===== config.mk =====
export PLATFORM = sky130hd
export DESIGN_NAME = gf180mcu_fd_sc_mcu9t5v0__and3_bist
export DESIGN_NICKNAME = d
export VERILOG_FILES = /design/src/rtl/gf180mcu_fd_sc_mcu9t5v0__and3_bist.sv
export SDC_FILE = /design/constraint.sdc
export NUM_CORES = 1
export LEC_CHECK = 0
export ABC_AREA = 1
export BUFFER_PORTS_ARGS = -buffer_cell sky130_fd_sc_hd__buf_2
export CAP_MARGIN = 20
export CORE_MARGIN = 3
export CORE_UTILIZATION = 30
export DETAILED_ROUTE_END_ITERATION = 12
export GPL_ROUTABILITY_DRIVEN = 1
export PLACE_DENSITY = 0.54
export SYNTH_ARGS = -nofsm -noshare
export SYNTH_HDL_FRONTEND = slang
export SYNTH_SLANG_ARGS = --single-unit

===== constraint.sdc =====
create_clock -name CLK -period 1.7 [get_ports CLK]
set_input_delay 0 -clock CLK [delete_from_list [all_inputs] [get_ports CLK]]
set_output_delay 0 -clock CLK [all_outputs]
set_load 0.01 [all_outputs]

===== src/rtl/gf180mcu_fd_sc_mcu9t5v0__and3_bist.sv =====
// Self-test driver/monitor for a 3-input AND cell: sweeps all A1/A2/A3 combinations,
// samples Z after a settle window, and records error count and first failing vector.
module gf180mcu_fd_sc_mcu9t5v0__and3_bist #(
  parameter int N_PASSES = 1,
  parameter int SETTLE   = 2
) (
`ifdef USE_POWER_PINS
  inout  wire        VDD,
  inout  wire        VSS,
`endif
  input  logic       CLK,
  input  logic       RN,
  input  logic       START,
  input  logic       Z_IN,
  output logic       A1,
  output logic       A2,
  output logic       A3,
  output logic       BUSY,
  output logic       DONE,
  output logic       PASS,
  output logic [7:0] ERR_CNT,
  output logic       FAIL_VLD,
  output logic [2:0] FAIL_VEC
);

  typedef enum logic [1:0] {IDLE, RUN, FINISH} state_e;

  localparam logic [3:0] SETTLE_C = 4'(SETTLE);
  localparam logic [7:0] LAST_P   = 8'(N_PASSES - 1);

  state_e      state_q, state_d;
  logic [2:0]  v_q, v_d;
  logic [3:0]  s_q, s_d;
  logic [7:0]  p_q, p_d;
  logic [7:0]  err_q, err_d;
  logic        fvld_q, fvld_d;
  logic [2:0]  fvec_q, fvec_d;
  logic        busy_q, busy_d;
  logic        done_q, done_d;
  logic        pass_q, pass_d;
  logic        mismatch;

  // Case inequality so an undriven or X output from the cell counts as a failure in simulation.
  assign mismatch = (Z_IN !== (&v_q));

  always_comb begin
    state_d = state_q;
    v_d     = v_q;
    s_d     = s_q;
    p_d     = p_q;
    err_d   = err_q;
    fvld_d  = fvld_q;
    fvec_d  = fvec_q;
    case (state_q)
      IDLE, FINISH: begin
        if (START) begin
          state_d = RUN;
          v_d     = 3'd0;
          s_d     = 4'd0;
          p_d     = 8'd0;
          err_d   = 8'd0;
          fvld_d  = 1'b0;
          fvec_d  = 3'd0;
        end
      end
      RUN: begin
        if (s_q == SETTLE_C) begin
          if (mismatch) begin
            if (err_q != 8'hFF) err_d = err_q + 8'd1;
            if (!fvld_q) begin
              fvld_d = 1'b1;
              fvec_d = v_q;
            end
          end
          s_d = 4'd0;
          // v wraps to 0 on the last vector, so A is already back at 000 in FINISH.
          v_d = v_q + 3'd1;
          if (v_q == 3'd7) begin
            p_d = p_q + 8'd1;
            if (p_q == LAST_P) state_d = FINISH;
          end
        end else begin
          s_d = s_q + 4'd1;
        end
      end
      default: state_d = IDLE;
    endcase
    busy_d = (state_d == RUN);
    done_d = (state_d == FINISH);
    pass_d = (state_d == FINISH) && (err_d == 8'd0);
  end

  always_ff @(posedge CLK or negedge RN) begin
    if (!RN) begin
      state_q <= IDLE;
      v_q     <= 3'd0;
      s_q     <= 4'd0;
      p_q     <= 8'd0;
      err_q   <= 8'd0;
      fvld_q  <= 1'b0;
      fvec_q  <= 3'd0;
      busy_q  <= 1'b0;
      done_q  <= 1'b0;
      pass_q  <= 1'b0;
    end else begin
      state_q <= state_d;
      v_q     <= v_d;
      s_q     <= s_d;
      p_q     <= p_d;
      err_q   <= err_d;
      fvld_q  <= fvld_d;
      fvec_q  <= fvec_d;
      busy_q  <= busy_d;
      done_q  <= done_d;
      pass_q  <= pass_d;
    end
  end

  assign A1       = v_q[0];
  assign A2       = v_q[1];
  assign A3       = v_q[2];
  assign BUSY     = busy_q;
  assign DONE     = done_q;
  assign PASS     = pass_q;
  assign ERR_CNT  = err_q;
  assign FAIL_VLD = fvld_q;
  assign FAIL_VEC = fvec_q;

endmodule


==> out/metrics.csv <==
metric;value;unit
syn_nets;246;
Critical Path RT;1920;ps
status;finished with violations;
crit end category;flop;
FF-to-FF setup slack;-50;ps
diode count;0;
Startpoint Class;flop;
ANT nets after route;0;
Clk network pwr share;17.9;%
grt peak-use layer;met2;
P&R area growth vs syn;32.6;%
Hold Crit Depth;8;
worst r2r src;v_q[1];
Worst Path Buf+Inv;1;
initial antenna violation count;0;
Slew Limit Fails;0;
Port Buf Inserts;21;
layout net count;303;
Final Skew;6.39;ps
P_sw;1.50;mW
initial DRC count;54;
failing checks;negative setup slack;
Final Hold Viols;0;
PwrDens;1450;mW/mm²
cell row count;28;
global-route wire length before repair;7930;µm
fmax;572;MHz
most common cell after layout, fill and taps aside;nand2_1;
area post-placement;0.00223;mm²
total of max-cap violations;0;
met1 GRT Util;18.5;%
routed vias/inst;4.54;
worst path cell trace;ha_2 -> ha_4 -> buf_4 -> nand3_1 -> nor2_1 -> nand3_1 -> nand2_1 -> nand2_1 -> nor2_1 -> nand3_1 -> nor2_1;
root buffer cell;clkbuf_8;
Syn Inst Count;235;
Levels on crit path;11;
DP Wirelength;3270;µm
met3 Resource Use GR;3.50;%
die area;0.00720;mm²
dpl ws;-76.8;ps
DR WL/cell;12.0;µm
fin util;41.5;%
Yosys cell types;30;
CP max stage delay;350;ps
Hold Crit Class;in -> reg;
met2 Resource Use GR;21.9;%
global route overflow;0;
largest net degree at the start of global routing;33;
most area-hungry cell type in the Yosys netlist;dfrtp_1;
num ports;22;
CTS tree;done;
Final Cell Area;0.00247;mm²
worst path arrival time;1960;ps
Synth Warn #;0;
Synth top area share;42.9;%
DR pass1 iterations;4;
RSZ-0062 raised after global routing;true;
number of synthesized register bits;32;
final period utilization;103;%
CP Max Fanout;5;
RR Endpoint;PASS;
Initial Utilization;31.3;%
mean cell area of the mapped netlist;7.94;µm²
Syn Std Cell Area;0.00187;mm²
Crit Path Class;reg -> reg;
number of remaining DRC errors;0;
# setup viols final;1;
Net Sw Frac;41.8;%
Clock Tree Buf Depth;2;
delay-heaviest family, CP;simple AND/OR/NAND/NOR gates;
CTS sink cnt;32;
Clk Latency, worst-skew pair;290;ps
Die Y;84.9;µm
cells on worst reg2reg path;11;
total wire length;4420;µm
leakage power;1.31;nW
Worst Max-Slew Pin Slew;752;ps
worst setup slack after layout;-47.0;ps
Max VDD drop;557;µV
core box area;0.00596;mm²
Slowest cell on crit path;dfrtp_1;
layout cells sized above 1;33.9;%
Comb pwr share;50.1;%
Int Pwr;2.09;mW
most frequent cells in the layout;nand2_1, dfrtp_1, inv_1, buf_4, nor2_1;
sequential power share;32.0;%
routability congestion estimate;0.864;
CTS clk-pin slew, worst paths;60;ps
relative slew slack;49.9;%
Die Span X;84.9;µm
clock buffer count from CTS;5;
sequential share of the synthesized area;42.9;%
worst hold path endpoint;ERR_CNT[6];
via count;1665;
vias in the first global route;1694;
hold path start;Z_IN;
H-tree depth;2;
Final TNS setup;-47.0;ps
Synth area leaders;dfrtp_1, nand2_1, inv_1;
post-layout min period;1750;ps
GRT Overall Usage;13.8;%
-- what timing repair did --
item | in CTS | in global routing
buffers inserted | 4 | 3
pin swaps | 9 | 11
endpoints found under the hold margin | 33 | 0
gates resized for setup | 6 | 13
endpoints found under the setup margin | 2 | 16
hold buffers | 2 | 0
-- per-layer routing --
| layer | vias to the layer above | part of all wire [%] |
|---|---|---|
| li1 | 867 | - |
| met1 | 769 | 47 |
| met2 | 23 | 48 |
| met3 | 6 | 3.8 |
| met4 | 0 | 1.5 |
| met5 | - | 0 |
-- worst reg2reg max path: stages, from the launching register on --
cell and delay, ps:
dfrtp_1 350, ha_2 190, ha_4 170, buf_4 110, nand3_1 80, nor2_1 180
nand3_1 130, nand2_1 140, nand2_1 70, nor2_1 80, nand3_1 80, nor2_1 100
-- registers in the layout, summed over array words and instances, names as in the netlist --
| signal | count |
|---|---|
| v_q | 3 |
| s_q | 4 |
| PASS | 1 |
| FAIL_VLD | 1 |
| BUSY | 1 |
| p_q | 8 |
| ERR_CNT | 8 |
| FAIL_VEC | 3 |
| DONE | 1 |
| state_q | 2 |
-- layout make-up --
cell class | instances | area [µm²]
Timing Repair Buffer | 51 | 335
Multi-Input combinational cell | 163 | 998
Fill cell | 641 | 3480
Sequential cell | 32 | 801
Clock buffer | 7 | 96.3
Inverter | 39 | 149
Tap cell | 75 | 93.8
-- cell usage after synthesis --
master and n:
o22ai_1 2, nor3b_1 2, xor2_1 3, nand4_1 4, o21ai_0 6, or2_2 1, o21ai_1 3, nor2_2 4
a21oi_1 7, inv_1 32, nand2_1 54, nand3_1 21, nor2_1 23, o31ai_1 3, dfrtp_1 32, nand2_8 1
ha_1 7, nor3_1 4, nand2_2 4, nand3_2 1, nor2_4 4, buf_2 1, nand3b_1 2, nor3_4 2
xnor2_1 1, nand2_4 1, o21ai_4 1, inv_4 1, inv_2 6, a31oi_1 2
-- how the worst max path moves through the flow --
stage,startpoint,to,slack [ps]
floorplan,v_q[0],PASS,30
global placement,v_q[0],PASS,-20
detailed placement,v_q[0],PASS,-80
CTS,v_q[1],PASS,-90
global route,v_q[0],PASS,-160
finish,v_q[1],PASS,-50
-- kinds of logic after synthesis --
| family | count (synthesis) | share of synthesized area [%] |
|---|---|---|
| fa+ha+maj | 7 | 4.69 |
| flops | 32 | 42.9 |
| buf+inv | 40 | 8.25 |
| compound gates | 24 | 7.71 |
| simple gates | 128 | 34.5 |
| xor+xnor | 4 | 1.88 |
-- per-stage QoR --
stage | hold slack [ps] | power (mW) | std cells
floorplan | -296 | 2.21 | 235
global placement | 125 | 2.86 | 351
detailed placement | 125 | 2.87 | 351
CTS | 262 | 3.57 | 364
global route | 366 | 3.93 | 367
finish | 306 | 3.59 | 367
-- power groups by stage --
stage	clock network, mW	registers [mW]	logic [mW]
after floorplan	0	1.22	0.986
after global placement	0	1.16	1.70
after detailed placement	0	1.16	1.70
after CTS	0.667	1.15	1.75
after global routing	0.710	1.19	2.03
final	0.643	1.15	1.80
No activity file was read; power rests on OpenSTA's default activity.
